### config.mk
export PLATFORM = sky130hd
export DESIGN_NAME = frame_swap_controller
export DESIGN_NICKNAME = d
export VERILOG_FILES = /design/src/rtl/frame_swap_controller_pkg.sv /design/src/rtl/frame_end_detect.sv /design/src/rtl/frame_swap_controller.sv
export SDC_FILE = /design/constraint.sdc
export NUM_CORES = 1
export LEC_CHECK = 0
export ABC_AREA = 1
export CAP_MARGIN = 20
export CELL_PAD_IN_SITES_DETAIL_PLACEMENT = 1
export CELL_PAD_IN_SITES_GLOBAL_PLACEMENT = 2
export CORE_UTILIZATION = 24
export CTS_CLUSTER_SIZE = 24
export DETAILED_ROUTE_END_ITERATION = 16
export PLACE_DENSITY_LB_ADDON = 0.1
export SLEW_MARGIN = 20
export SYNTH_ARGS = -nofsm -noshare
export SYNTH_HDL_FRONTEND = slang
export SYNTH_SLANG_ARGS = --single-unit
### constraint.sdc
create_clock -name clk_in -period 2.3 [get_ports clk_in]
set_input_delay 0.23 -clock clk_in [delete_from_list [all_inputs] [get_ports clk_in]]
set_output_delay 0.23 -clock clk_in [all_outputs]
set_load 0.005 [all_outputs]
### src/rtl/frame_swap_controller_pkg.sv
// Shared types for the framebuffer swap controller and its frame-end detector.
// Holds the scan-path address/mask types, the frame counter type, the swap
// FSM state encoding and a small helper that recognises the last bit-plane.
package types;

    localparam int ROW_ADDR_WIDTH   = 5;
    localparam int BRIGHTNESS_WIDTH = 8;
    localparam int FRAME_CNT_WIDTH  = 8;

    typedef logic [ROW_ADDR_WIDTH-1:0]   row_subpanel_addr_t;
    typedef logic [BRIGHTNESS_WIDTH-1:0] brightness_level_t;
    typedef logic [FRAME_CNT_WIDTH-1:0]  frame_count_t;

    // Fixed state codes, kept as plain constants so older code that compares
    // against raw values keeps working.
    localparam logic [1:0] ST_IDLE       = 2'd0;
    localparam logic [1:0] ST_WAIT_FRAME = 2'd1;
    localparam logic [1:0] ST_ACK_HIGH   = 2'd2;

    typedef enum logic [1:0] {
        IDLE       = ST_IDLE,
        WAIT_FRAME = ST_WAIT_FRAME,
        ACK_HIGH   = ST_ACK_HIGH
    } swap_state_t;

    // The scan walks bit-planes from MSB down, so mask == 1 is the final plane.
    function automatic logic is_last_plane(input brightness_level_t mask);
        return mask == brightness_level_t'(1);
    endfunction

endpackage

### src/rtl/frame_end_detect.sv
// Frame-end detector.
// Flags the rising edge of row_latch on the last row while the last
// bit-plane is being shown, and produces a registered one-cycle frame_tick.
// Ports:
//   clk_in          system clock, posedge
//   reset           synchronous active-high reset
//   row_latch       row latch strobe from the scan block
//   row_address     current scan row
//   brightness_mask current bit-plane mask
//   frame_end       raw (combinational) frame-end condition
//   frame_tick      frame_end delayed by one clock
module frame_end_detect
    import types::*;
(
    input  logic               clk_in,
    input  logic               reset,
    input  logic               row_latch,
    input  row_subpanel_addr_t row_address,
    input  brightness_level_t  brightness_mask,
    output logic               frame_end,
    output logic               frame_tick
);

    logic row_latch_q;

    // Only the first cycle of a latch strobe counts, so a strobe stretched by
    // the scan block cannot produce two frame ends.
    assign frame_end = row_latch && !row_latch_q
                    && (row_address == '1)
                    && is_last_plane(brightness_mask);

    always_ff @(posedge clk_in) begin
        if (reset) begin
            row_latch_q <= 1'b0;
            frame_tick  <= 1'b0;
        end else begin
            row_latch_q <= row_latch;
            frame_tick  <= frame_end;
        end
    end

endmodule

### src/rtl/frame_swap_controller.sv
// Double-buffered framebuffer swap controller.
// The writer requests a bank swap with a 4-phase level handshake
// (swap_req/swap_ack). With VSYNC_SWAP=1 the swap waits for the end of the
// current frame so the scan path never shows a torn image; with VSYNC_SWAP=0
// it happens on the next clock.
// Ports:
//   clk_in, reset     clock and synchronous active-high reset
//   row_latch, row_address, brightness_mask   scan position inputs
//   swap_req / swap_ack                       writer handshake
//   read_bank / write_bank                    current bank ownership
//   frame_tick, frame_count                   frame pulse and wrapping counter
//   swap_pending                              swap waiting for frame boundary
//   protocol_error                            sticky handshake violation
module frame_swap_controller
    import types::*;
#(
    parameter int VSYNC_SWAP = 1,
    parameter int _UNUSED    = 0
) (
    input  logic               clk_in,
    input  logic               reset,
    input  logic               row_latch,
    input  row_subpanel_addr_t row_address,
    input  brightness_level_t  brightness_mask,
    input  logic               swap_req,
    output logic               swap_ack,
    output logic               read_bank,
    output logic               write_bank,
    output logic               frame_tick,
    output frame_count_t       frame_count,
    output logic               swap_pending,
    output logic               protocol_error
);

    logic        frame_end;
    swap_state_t state;
    swap_state_t state_next;
    logic        do_toggle;
    logic        set_error;

    frame_end_detect u_frame_end_detect (
        .clk_in          (clk_in),
        .reset           (reset),
        .row_latch       (row_latch),
        .row_address     (row_address),
        .brightness_mask (brightness_mask),
        .frame_end       (frame_end),
        .frame_tick      (frame_tick)
    );

    // Handshake FSM. A writer that drops its request while waiting aborts the
    // swap, and that abort wins over a frame end on the same cycle. Leaving
    // ACK_HIGH requires swap_req low, so IDLE only ever sees a fresh request;
    // a writer that keeps swap_req high after being acknowledged and lets a
    // frame boundary pass is trying to reuse the old handshake, which is
    // flagged instead of being granted a second swap.
    always_comb begin
        state_next = state;
        do_toggle  = 1'b0;
        set_error  = 1'b0;
        case (state)
            IDLE: begin
                if (swap_req) begin
                    if (VSYNC_SWAP != 0) begin
                        state_next = WAIT_FRAME;
                    end else begin
                        do_toggle  = 1'b1;
                        state_next = ACK_HIGH;
                    end
                end
            end
            WAIT_FRAME: begin
                if (!swap_req) begin
                    state_next = IDLE;
                end else if (frame_end) begin
                    do_toggle  = 1'b1;
                    state_next = ACK_HIGH;
                end
            end
            ACK_HIGH: begin
                if (!swap_req) begin
                    state_next = IDLE;
                end else if (frame_end) begin
                    set_error = 1'b1;
                end
            end
            default: state_next = IDLE;
        endcase
    end

    // Status outputs are registered from the next state so they line up
    // with the state change; frame_count moves on the same edge frame_tick
    // rises.
    always_ff @(posedge clk_in) begin
        if (reset) begin
            state          <= IDLE;
            read_bank      <= 1'b0;
            swap_ack       <= 1'b0;
            swap_pending   <= 1'b0;
            frame_count    <= '0;
            protocol_error <= 1'b0;
        end else begin
            state        <= state_next;
            swap_ack     <= (state_next == ACK_HIGH);
            swap_pending <= (state_next == WAIT_FRAME);
            if (do_toggle) begin
                read_bank <= ~read_bank;
            end
            if (frame_end) begin
                frame_count <= frame_count + frame_count_t'(1);
            end
            if (set_error) begin
                protocol_error <= 1'b1;
            end
        end
    end

    assign write_bank = ~read_bank;

endmodule
==> flow_metrics.tcl <==
set metrics [dict create \
    dp_slack_ps 691 \
    leakage_nw 0.585 \
    die_y_um 64.9 \
    fin_crit_sh 0.638 \
    hold_depth 2 \
    finalWirelength_um 2600 \
    worstSetupEndpointType "primary output" \
    vdd_drop_max_mv 0.151 \
    dp.final_hpwl_um 2200 \
    pin_count 31 \
    htreeDepth 1 \
    drt-initial-drc-count 19 \
    routed_via_density 4.28 \
    finalHoldViolations 0 \
    yosys_warnings 0 \
    fin_setup_tns_ps 0 \
    areaGrowthSynthToFinish_pct 44.1 \
    grt_remaining_overflow 0 \
    reg2reg_from "frame_count[0]" \
    multiInputGateArea_um2 505 \
    grt_pass1_wl_um 4430 \
    crit_fanout 6 \
    antenna_left 0 \
    grt_setup_unrepaired "no" \
    die_area_mm2 0.00421 \
    die_w_um 64.9 \
    seq_area_um2 320 \
    post_cts.repair.setup_buffers 0 \
    ys.flop_type "dfxtp_1" \
    synth.avg_cell_area_um2 6.17 \
    cp.required_ps 2070 \
    async_flop_share 0 \
    first_pass_iters 4 \
    crit_buf_inv 1 \
    cp_cell_sequence "clkdlybuf4s50_1" \
    syn-num-nets 172 \
    synth-seq-cells 16 \
    nets 207 \
    min_period_ps 1470 \
    wire_per_inst_um 11.0 \
    clk_latency_ps 260 \
    status "finished, final reports clean" \
    cts_resized 0 \
    grt_antenna_before_repair 0 \
    gp_congestion 0.747 \
    seq_area_frac_synth 0.337 \
    netlist_area_um2 950 \
    vias 1011 \
    cts.hold.buffers_added 0 \
    holdPathEnd "protocol_error" \
    drv_cap 0 \
    cts_tree "done" \
    hold_path_startpoint "protocol_error" \
    layout-drive-gt1-share 0.122 \
    synth_cells 154 \
    slowest_stage "clkdlybuf4s50_1" \
    fillCellCount 500 \
    powerDensity_mw_per_mm2 446 \
    reg2regPathDepth 8 \
    fin_hold_ws_ps 486 \
    diodes 0 \
    synth-edff-count 0 \
    min_path_type "reg -> reg" \
    cts.reportedPaths.clkPinSlew_ps 70 \
    grt_pass1_vias 1040 \
    placementRows 22 \
    worst_pin_slew_ps 265 \
    drv_slew 0 \
    port_buffers 30 \
    numCtsBuffers 3 \
    finClkSkew_ps 1.35 \
    start_util 0.256 \
    setup_slack_ps 833 \
    setup.reg_to_reg.worst_slack_ps 960 \
    coreArea_mm2 0.00372 \
    cts_sinks 16 \
    setup.worst_path.start_class "register" \
    max_freq_ghz 0.682 \
    ys_types 22 \
    route.detailed.drc 0 \
    clk_path_buf_depth 2 \
    cp_num_cells 1 \
    total_power_mw 0.611 \
    crit_type "reg -> out" \
    cp.arrival_ps 1240 \
    grt_max_degree 14 \
    cp_top_family "buffers and inverters" \
    cp_slowest_stage_delay_ps 540 \
    r2r-end "frame_count[6]" \
    cts-root-buf "clkbuf_8" \
    max_slew_margin 0.823 \
    track_usage 0.140 \
    setup_viol 0 \
]
==> layer usage <==
metal	wire length, um	vias up	track usage
li1	-	530	-
met1	1130	453	0.156
met2	1340	23	0.245
met3	73	5	0.0158
met4	53	0	0.100
met5	0	-	0
==> cell usage in the layout, fill, tap and decap left out, types with 3 or more instances in the layout <==
master and instances:
clkdlybuf4s50_1 30, nor2_2 4, nand2_1 36, nand4_1 3
nand2_2 5, a21oi_1 5, inv_2 4, clkbuf_8 4
o21ai_0 3, dfxtp_1 16, nor2_1 31, nand3_1 6
inv_1 28
==> cells in the mapped netlist, types with 2 or more instances <==
master / number / area, um2
o21ai_0: 3 / 15.0
dfxtp_1: 16 / 320
nand2_2: 5 / 31.3
nand4_1: 3 / 18.8
a21oi_1: 5 / 25.0
nor2_4: 2 / 22.5
nand3_1: 6 / 30.0
nor2_1: 31 / 116
nand2_1: 36 / 135
nor3_1: 2 / 10.0
nor2_2: 4 / 25.0
inv_1: 28 / 105
inv_2: 4 / 15.0
==> metrics by stage <==
stage               cells  instance area [um2]   util
CTS                   236                 1370  0.368
finish                236                 1370  0.368
global route          236                 1370  0.368
floorplan             154                  950      -
detailed placement    232                 1310  0.354
global placement      232                 1310  0.354
==> sequential cells by signal, summed over array words and instances (netlist names) <==
| name | count |
|---|---|
| state | 2 |
| protocol_error | 1 |
| swap_pending | 1 |
| u_frame_end_detect.row_latch_q | 1 |
| u_frame_end_detect.frame_tick | 1 |
| swap_ack | 1 |
| frame_count | 8 |
| read_bank | 1 |
==> worst max-delay path by stage <==
stage / start / end / slack (ps)
floorplan: frame_count[0] / frame_count[6] / 1110
global placement: brightness_mask[5] / frame_count[6] / 710
detailed placement: brightness_mask[0] / frame_count[7] / 690
CTS: frame_count[2] / frame_count[2] / 810
global route: frame_count[0] / frame_count[6] / 760
finish: frame_count[2] / frame_count[2] / 830
==> logic make-up (layout without fill, tap and decap cells) <==
| family | Yosys count | after routing | share of synthesized area |
|---|---|---|---|
| xor+xnor | 2 | 2 | 0.0184 |
| fa+ha+maj | 1 | 1 | 0.0132 |
| buf+inv | 33 | 67 | 0.130 |
| compound gates | 11 | 11 | 0.0672 |
| flops | 16 | 16 | 0.337 |
| simple gates | 91 | 91 | 0.433 |
==> power breakdown <==
| group | switching [mW] | internal, mW | leakage, nW |
|---|---|---|---|
| clock network | 0.105 | 0.152 | 0.0288 |
| logic | 0.0340 | 0.0373 | 0.426 |
| registers | 0.00228 | 0.280 | 0.130 |
==> cell type report <==
| cell class | count | area share |
|---|---|---|
| flip-flops and latches | 16 | 0.234 |
| inverters | 32 | 0.0878 |
| well taps | 48 | 0.0439 |
| multi-input cells | 105 | 0.369 |
| repair buffers | 31 | 0.225 |
| clock buffers | 4 | 0.0402 |
Power figures use the tool's default switching activity.
